<file path="config.mk">
export PLATFORM = sky130hd
export DESIGN_NAME = rs_branch_flat
export DESIGN_NICKNAME = d
export VERILOG_FILES = /design/src/rtl/rs_branch_pkg.sv /design/src/rtl/rs_branch_if.sv /design/src/rtl/rs_branch_entry.sv /design/src/rtl/rs_branch.sv /design/src/flat_wrapper.sv
export SDC_FILE = /design/constraint.sdc
export NUM_CORES = 2
export LEC_CHECK = 0
export ABC_CLOCK_PERIOD_IN_PS = 4600
export CAP_MARGIN = 40
export CORE_ASPECT_RATIO = 0.75
export CORE_MARGIN = 10
export CORE_UTILIZATION = 35
export DETAILED_ROUTE_END_ITERATION = 12
export GPL_ROUTABILITY_DRIVEN = 0
export PLACE_DENSITY = 0.57
export SYNTH_ARGS = -nofsm -noshare
export SYNTH_HDL_FRONTEND = slang
export SYNTH_SLANG_ARGS = --single-unit
export TNS_END_PERCENT = 5
</file>
<file path="constraint.sdc">
create_clock -name clk -period 4.6 [get_ports clk]
set_clock_uncertainty 0.2 [all_clocks]
set_input_delay 0.92 -clock clk [delete_from_list [all_inputs] [get_ports clk]]
set_output_delay 0.92 -clock clk [all_outputs]
set_load 0.02 [all_outputs]
</file>
<file path="src/rtl/rs_branch_pkg.sv">
// Shared types for the branch reservation station: operand/address widths, branch op
// encodings (funct3 values), the tag value meaning "operand ready", and the slot record.
package rs_branch_pkg;

    localparam int DEPTH    = 4;
    localparam int PTR_W    = 2;
    localparam int ADDR_W   = 32;
    localparam int DWORD_W  = 32;
    localparam int REGTAG_W = 5;

    typedef logic [ADDR_W-1:0]   addr_t;
    typedef logic [DWORD_W-1:0]  dword_t;
    typedef logic [REGTAG_W-1:0] regtag_t;

    localparam regtag_t UNLOCKED = '0;

    typedef enum logic [2:0] {
        BR_BEQ  = 3'b000,
        BR_BNE  = 3'b001,
        BR_BLT  = 3'b100,
        BR_BGE  = 3'b101,
        BR_BLTU = 3'b110,
        BR_BGEU = 3'b111
    } sinst_t;

    typedef struct packed {
        sinst_t  op;
        addr_t   pc;
        dword_t  off;
        regtag_t tagx;
        regtag_t tagy;
        dword_t  datax;
        dword_t  datay;
    } rs_entry_t;

    localparam rs_entry_t EMPTY_ENTRY = '{
        op: BR_BEQ, pc: '0, off: '0,
        tagx: UNLOCKED, tagy: UNLOCKED, datax: '0, datay: '0
    };

    // A ready operand never matches: UNLOCKED is not a producer tag.
    function automatic logic snoop_hit(input regtag_t tag, input logic cdb_en,
                                       input regtag_t cdb_tag);
        return cdb_en && (tag != UNLOCKED) && (tag == cdb_tag);
    endfunction

endpackage

</file>
<file path="src/rtl/rs_branch_if.sv">
// Allocator, CDB and branch-execute signals of the branch reservation station.
// master = surrounding pipeline, slave = the reservation station.
interface rs_branch_if;
    import rs_branch_pkg::*;

    logic    alloc_en_in;
    sinst_t  alloc_op_in;
    addr_t   alloc_pc_in;
    dword_t  alloc_off_in;
    regtag_t alloc_tagx_in;
    regtag_t alloc_tagy_in;
    dword_t  alloc_datax_in;
    dword_t  alloc_datay_in;
    logic    full_out;

    logic    cdb_en_in;
    regtag_t cdb_tag_in;
    dword_t  cdb_data_in;

    logic    branch_busy_out;
    sinst_t  branch_op_out;
    addr_t   pc_out;
    dword_t  offset_out;
    regtag_t branch_tagx_out;
    regtag_t branch_tagy_out;
    dword_t  branch_datax_out;
    dword_t  branch_datay_out;
    logic    branch_busy_in;

    modport master (
        output alloc_en_in, alloc_op_in, alloc_pc_in, alloc_off_in,
               alloc_tagx_in, alloc_tagy_in, alloc_datax_in, alloc_datay_in,
               cdb_en_in, cdb_tag_in, cdb_data_in, branch_busy_in,
        input  full_out, branch_busy_out, branch_op_out, pc_out, offset_out,
               branch_tagx_out, branch_tagy_out, branch_datax_out, branch_datay_out
    );

    modport slave (
        input  alloc_en_in, alloc_op_in, alloc_pc_in, alloc_off_in,
               alloc_tagx_in, alloc_tagy_in, alloc_datax_in, alloc_datay_in,
               cdb_en_in, cdb_tag_in, cdb_data_in, branch_busy_in,
        output full_out, branch_busy_out, branch_op_out, pc_out, offset_out,
               branch_tagx_out, branch_tagy_out, branch_datax_out, branch_datay_out
    );

endinterface

</file>
<file path="src/rtl/rs_branch_entry.sv">
// One reservation-station slot: valid bit, branch fields and per-operand CDB snoop,
// with the snoop also applied to the record being written (same-cycle bypass).
module rs_branch_entry
    import rs_branch_pkg::*;
(
    input  logic      clk,
    input  logic      rst,
    input  logic      rdy,
    input  logic      wr_en,
    input  rs_entry_t wr_data,
    input  logic      clr,
    input  logic      cdb_en,
    input  regtag_t   cdb_tag,
    input  dword_t    cdb_data,
    output logic      valid,
    output rs_entry_t data
);

    logic      valid_reg, valid_next;
    rs_entry_t entry_reg, entry_next;
    rs_entry_t src;

    always_comb begin
        src        = wr_en ? wr_data : entry_reg;
        entry_next = src;
        valid_next = valid_reg;
        if (wr_en) begin
            valid_next = 1'b1;
        end else if (clr) begin
            valid_next = 1'b0;
        end
        if (snoop_hit(src.tagx, cdb_en, cdb_tag)) begin
            entry_next.tagx  = UNLOCKED;
            entry_next.datax = cdb_data;
        end
        if (snoop_hit(src.tagy, cdb_en, cdb_tag)) begin
            entry_next.tagy  = UNLOCKED;
            entry_next.datay = cdb_data;
        end
    end

    always_ff @(posedge clk) begin
        if (rst) begin
            valid_reg <= 1'b0;
            entry_reg <= EMPTY_ENTRY;
        end else if (rdy) begin
            valid_reg <= valid_next;
            entry_reg <= entry_next;
        end
    end

    assign valid = valid_reg;
    assign data  = entry_reg;

endmodule

</file>
<file path="src/rtl/rs_branch.sv">
// Branch reservation station: in-order FIFO of branches whose operand tags are resolved
// from the CDB; the head slot is presented to branch execute and retired when it drops busy.
module rs_branch
    import rs_branch_pkg::*;
#(
    parameter int DEPTH = rs_branch_pkg::DEPTH,
    parameter int PTR_W = rs_branch_pkg::PTR_W
) (
    input  logic       clk,
    input  logic       rst,
    input  logic       rdy,
    rs_branch_if.slave bus
);

    logic [PTR_W-1:0] head_reg, tail_reg;
    logic [PTR_W:0]   count_reg;
    logic             full;
    logic             do_alloc, do_pop;
    logic             head_valid;
    rs_entry_t        alloc_entry;
    rs_entry_t        head_entry;
    logic             slot_valid [DEPTH];
    rs_entry_t        slot_data  [DEPTH];

    assign full       = (count_reg == (PTR_W+1)'(DEPTH));
    assign head_valid = slot_valid[head_reg];
    assign do_alloc   = rdy && bus.alloc_en_in && !full;
    assign do_pop     = rdy && head_valid && !bus.branch_busy_in;

    assign alloc_entry = '{
        op:    bus.alloc_op_in,
        pc:    bus.alloc_pc_in,
        off:   bus.alloc_off_in,
        tagx:  bus.alloc_tagx_in,
        tagy:  bus.alloc_tagy_in,
        datax: bus.alloc_datax_in,
        datay: bus.alloc_datay_in
    };

    generate
        for (genvar gi = 0; gi < DEPTH; gi++) begin : g_slot
            rs_branch_entry u_entry (
                .clk      (clk),
                .rst      (rst),
                .rdy      (rdy),
                .wr_en    (do_alloc && (tail_reg == PTR_W'(gi))),
                .wr_data  (alloc_entry),
                .clr      (do_pop && (head_reg == PTR_W'(gi))),
                .cdb_en   (bus.cdb_en_in),
                .cdb_tag  (bus.cdb_tag_in),
                .cdb_data (bus.cdb_data_in),
                .valid    (slot_valid[gi]),
                .data     (slot_data[gi])
            );
        end
    endgenerate

    // Pointers wrap for free because DEPTH is exactly 2**PTR_W.
    always_ff @(posedge clk) begin
        if (rst) begin
            head_reg  <= '0;
            tail_reg  <= '0;
            count_reg <= '0;
        end else if (rdy) begin
            if (do_alloc) tail_reg <= tail_reg + 1'b1;
            if (do_pop)   head_reg <= head_reg + 1'b1;
            case ({do_alloc, do_pop})
                2'b10:   count_reg <= count_reg + 1'b1;
                2'b01:   count_reg <= count_reg - 1'b1;
                default: count_reg <= count_reg;
            endcase
        end
    end

    assign head_entry = head_valid ? slot_data[head_reg] : EMPTY_ENTRY;

    assign bus.full_out         = full;
    assign bus.branch_busy_out  = head_valid;
    assign bus.branch_op_out    = head_entry.op;
    assign bus.pc_out           = head_entry.pc;
    assign bus.offset_out       = head_entry.off;
    assign bus.branch_tagx_out  = head_entry.tagx;
    assign bus.branch_tagy_out  = head_entry.tagy;
    assign bus.branch_datax_out = head_entry.datax;
    assign bus.branch_datay_out = head_entry.datay;

endmodule

</file>
<file path="src/flat_wrapper.sv">
// flat-port wrapper written by rule: the top's interface ports become plain ports
module rs_branch_flat import rs_branch_pkg::*;
#(
    parameter int DEPTH = rs_branch_pkg::DEPTH,
    parameter int PTR_W = rs_branch_pkg::PTR_W
)
  (clk, rst, rdy, bus_alloc_en_in, bus_alloc_op_in, bus_alloc_pc_in, bus_alloc_off_in, bus_alloc_tagx_in, bus_alloc_tagy_in, bus_alloc_datax_in, bus_alloc_datay_in, bus_cdb_en_in, bus_cdb_tag_in, bus_cdb_data_in, bus_branch_busy_in, bus_full_out, bus_branch_busy_out, bus_branch_op_out, bus_pc_out, bus_offset_out, bus_branch_tagx_out, bus_branch_tagy_out, bus_branch_datax_out, bus_branch_datay_out);
  rs_branch_if bus_i ();
  input  logic clk;
  input  logic rst;
  input  logic rdy;
  input wire logic [$bits(bus_i.alloc_en_in)-1:0] bus_alloc_en_in;
  input wire logic [$bits(bus_i.alloc_op_in)-1:0] bus_alloc_op_in;
  input wire logic [$bits(bus_i.alloc_pc_in)-1:0] bus_alloc_pc_in;
  input wire logic [$bits(bus_i.alloc_off_in)-1:0] bus_alloc_off_in;
  input wire logic [$bits(bus_i.alloc_tagx_in)-1:0] bus_alloc_tagx_in;
  input wire logic [$bits(bus_i.alloc_tagy_in)-1:0] bus_alloc_tagy_in;
  input wire logic [$bits(bus_i.alloc_datax_in)-1:0] bus_alloc_datax_in;
  input wire logic [$bits(bus_i.alloc_datay_in)-1:0] bus_alloc_datay_in;
  input wire logic [$bits(bus_i.cdb_en_in)-1:0] bus_cdb_en_in;
  input wire logic [$bits(bus_i.cdb_tag_in)-1:0] bus_cdb_tag_in;
  input wire logic [$bits(bus_i.cdb_data_in)-1:0] bus_cdb_data_in;
  input wire logic [$bits(bus_i.branch_busy_in)-1:0] bus_branch_busy_in;
  output wire logic [$bits(bus_i.full_out)-1:0] bus_full_out;
  output wire logic [$bits(bus_i.branch_busy_out)-1:0] bus_branch_busy_out;
  output wire logic [$bits(bus_i.branch_op_out)-1:0] bus_branch_op_out;
  output wire logic [$bits(bus_i.pc_out)-1:0] bus_pc_out;
  output wire logic [$bits(bus_i.offset_out)-1:0] bus_offset_out;
  output wire logic [$bits(bus_i.branch_tagx_out)-1:0] bus_branch_tagx_out;
  output wire logic [$bits(bus_i.branch_tagy_out)-1:0] bus_branch_tagy_out;
  output wire logic [$bits(bus_i.branch_datax_out)-1:0] bus_branch_datax_out;
  output wire logic [$bits(bus_i.branch_datay_out)-1:0] bus_branch_datay_out;
  assign bus_i.alloc_en_in = bus_alloc_en_in;
  assign bus_i.alloc_op_in = bus_alloc_op_in;
  assign bus_i.alloc_pc_in = bus_alloc_pc_in;
  assign bus_i.alloc_off_in = bus_alloc_off_in;
  assign bus_i.alloc_tagx_in = bus_alloc_tagx_in;
  assign bus_i.alloc_tagy_in = bus_alloc_tagy_in;
  assign bus_i.alloc_datax_in = bus_alloc_datax_in;
  assign bus_i.alloc_datay_in = bus_alloc_datay_in;
  assign bus_i.cdb_en_in = bus_cdb_en_in;
  assign bus_i.cdb_tag_in = bus_cdb_tag_in;
  assign bus_i.cdb_data_in = bus_cdb_data_in;
  assign bus_i.branch_busy_in = bus_branch_busy_in;
  assign bus_full_out = bus_i.full_out;
  assign bus_branch_busy_out = bus_i.branch_busy_out;
  assign bus_branch_op_out = bus_i.branch_op_out;
  assign bus_pc_out = bus_i.pc_out;
  assign bus_offset_out = bus_i.offset_out;
  assign bus_branch_tagx_out = bus_i.branch_tagx_out;
  assign bus_branch_tagy_out = bus_i.branch_tagy_out;
  assign bus_branch_datax_out = bus_i.branch_datax_out;
  assign bus_branch_datay_out = bus_i.branch_datay_out;
  rs_branch #(.DEPTH(DEPTH), .PTR_W(PTR_W)) u_core (.clk(clk), .rst(rst), .rdy(rdy), .bus(bus_i));
endmodule
</file>
==> impl_results.md <==
* First-pass GRT wire length at 162000 um
* Clock share of power at between 40 and 50%
* TNS Setup at 0 ps
* Vias at 25900
* Vias per cell at about 5.6
* Clock Sinks at 575
* Crit path time final at between 4000 and 5000 ps
* Syn Std Cell Area at around 29000 um^2
* Ys flop type: dfxtp_1
* Synth cell count leaders: nand2_1 (664), dfxtp_1 (575), a21oi_1 (322)
* Compound-cell area share of the yosys netlist at 18.2%
* Post-CTS Setup Bufs at 0
* Final hold viol count at 0
* Xor/xnor share of the synthesized area at 0.700%
* Max FFs per register at roughly 560
* CP arrival at 3100 ps
* Pwr Density at 329 nW/um^2
* Layout cell share with drive strength beyond 1 at 13.3%
* Slew @ Worst Pin at just under 900 ps
* Fmax at roughly 240 MHz
* Post-synthesis simple-gate area fraction at 22.1%
* Largest net degree at the start of global routing at 117
* Number of global-route vias before repair at around 25000
* DP HPWL at 68100 um
* DR WL/cell at 23.4 um
* Worst-path fanout max at 89
* Fillcell total at 7856
* Switching Fraction at 25.7%
* Run status: complete, no violations
* ANT nets after route at 0
* Final Cycle Share at 91.8%
* GRT overflow at 0
* Rows at 90
* Async SR Flop Fraction at 0%
* Synth area leaders: dfxtp_1 (40%), mux4_2 (11%), nand2_1 (8.7%), a21oi_1 (5.6%), nor2_1 (3.3%)
* Area grow syn2layout at 23.4%
* Max-cap viol count at 0
* Die area at 94300 um^2
* CP Class: reg2out
* CTS tree: yes
* Ports at 327
* Startpoint class of the critical path: register
* Int Power at roughly 8700 uW
* Cts-stage hold buffer count at 0
* Total Routing Usage GR at between 20 and 25%
* Worst vdd ir at 0.296 mV
* Core area at 81000 um^2
* Detailed Route WL at ~110000 um
* Total number of yosys warnings at 0
* Syn Area/Cell at 8.70 um^2
* Clk_lat worst skew at 640 ps
* H-tree levels at 2
* Die width at 351 um
* WP data required at 3480 ps
* Post-synth top area share at 40.0%
* Unique masters post-synth at 78
* Multiplexer share of the synthesized area at 12.6%
* Sequential share of power at 44.3%
* Multi-input logic area at 15700 um^2
* Register Area at between 10000 and 15000 um^2
* CTS resizes at 0
* Fin cells at 4603
* Adder-Cell Fraction of Synth Area at 0.461%
* Final setup fails at 0
* Most common cell in the netlist: nand2_1
* Clk slew on worst S/H paths at 60 ps
* Initial core utilization at 35.6%
* Class of the worst hold path: reg2reg
* Comb pwr share at 11.0%
* Cell count after synthesis at around 3300
* Syn Nets at roughly 3500
* CP Capture Type: primary output
* First-pass iteration count of the detailed router at 5
* Final net count at 3684
* Clk buf depth at 3
* Die H at 268 um
* Post-synthesis sequential area ratio at 40.0%
* Root Buffer: clkbuf_16
* Yosys top cell by area: dfxtp_1
* Leakage power at 0.0120 uW
* Dpl cells at 4485
* Post-route DRC at 0
* Post-synth EDFFs at 0
* Num CTS Buffers at between 60 and 70
* Drt initial violations at 2567
* Net Sw Power at 3010 uW
* Slew Viols, Final at 0
* # port buffers at 326
* Slew HR at 40.8%
* Main combinational cell family by area after synthesis: simple AND/OR/NAND/NOR gates
* RSZ-0062 raised after global routing: no
* Synth Register Bits at 575
* Initial antenna violation count at 7
## layout by cell type (no fill, tap or decap), drive strengths merged, types with 5 or more instances in the layout
master,n
a2111oi,129
a211oi,12
a21oi,325
a221oi,65
a22o,13
a22oi,5
a31oi,7
a32o,5
and2,34
and3,40
buf,94
clkbuf,89
clkdlybuf4s50,325
clkinv,18
dfxtp,575
ha,9
inv,127
mux2i,42
mux4,141
nand2,664
nand2b,23
nand3,23
nand4,6
nor2,257
nor2b,150
nor3,140
nor4,15
nor4b,6
o211a,33
o211ai,5
o21ai,47
o21bai,5
o22ai,8
o32ai,12
or3,34
xnor2,18
xor2,5
## critical path, cell delays in order, from the launching register on
cell	delay [ps]
dfxtp_4	620
mux2_2	410
o21ai_4	190
buf_12	410
nor2b_1	180
clkdlybuf4s50_1	580
## kinds of logic after synthesis
group | after synthesis
DFF | 575
and+or+nand+nor | 1398
xor gates and xnor gates | 23
muxes | 185
AOI/OAI and AO/OA | 690
adders and majority gates | 10
buffers and inverters | 430
## layer usage
| metal | vias up | global-route usage, % | routed length, um |
|---|---|---|---|
| met2 | 951 | 34.7 | 49500 |
| met1 | 12800 | 31.4 | 49100 |
| li1 | 12000 | - | - |
| met3 | 125 | 3.28 | 7280 |
| met5 | - | 0 | 11 |
| met4 | 2 | 5.22 | 1880 |
## through the flow
step	area [um^2]	utilization (%)	setup slack [ps]	hold slack (ps)	power (uW)
floorplan	28800	-	998	233	5950
global placement	33300	41.1	373	238	6550
detailed placement	33400	41.3	282	243	6560
CTS	35500	43.9	295	252	11800
global route	35500	43.9	250	265	12100
finish	35500	43.9	379	251	11700
## cell type report
class | count | area share (%)
antenna | 4 | 0.0282
inverter | 127 | 1.35
multi-input combinational | 2306 | 44.2
clock buffer | 89 | 5.28
sequential | 575 | 32.4
clock inverter | 25 | 0.697
timing repair buffer | 419 | 12.4
tap | 1058 | 3.73
## power by group through the flow
stage	combinational (uW)	clock [uW]	sequential (uW)
after global routing	1380	5530	5190
after CTS	1280	5320	5170
after floorplan	695	0	5260
final	1290	5230	5180
after detailed placement	1280	0	5280
after global placement	1260	0	5280
## path summary, 6_finish.rpt
path / start / end / slack (ps) / cells past startpoint
worst max-delay path: u_core.head_reg[0]$_SDFFE_PP0P_ / bus_offset_out[6] / 380 / 5
worst min-delay path: u_core.g_slot[2].u_entry.data[89]$_SDFFE_PP0P_ / u_core.g_slot[2].u_entry.data[89]$_SDFFE_PP0P_ / 250 / 2
worst max register to register: u_core.count_reg[2]$_SDFFE_PP0P_ / u_core.g_slot[2].u_entry.data[53]$_SDFFE_PP0P_ / 810 / 9
worst min register to register: u_core.g_slot[2].u_entry.data[89]$_SDFFE_PP0P_ / u_core.g_slot[2].u_entry.data[89]$_SDFFE_PP0P_ / 250 / 2
Power figures use the tool's default switching activity.
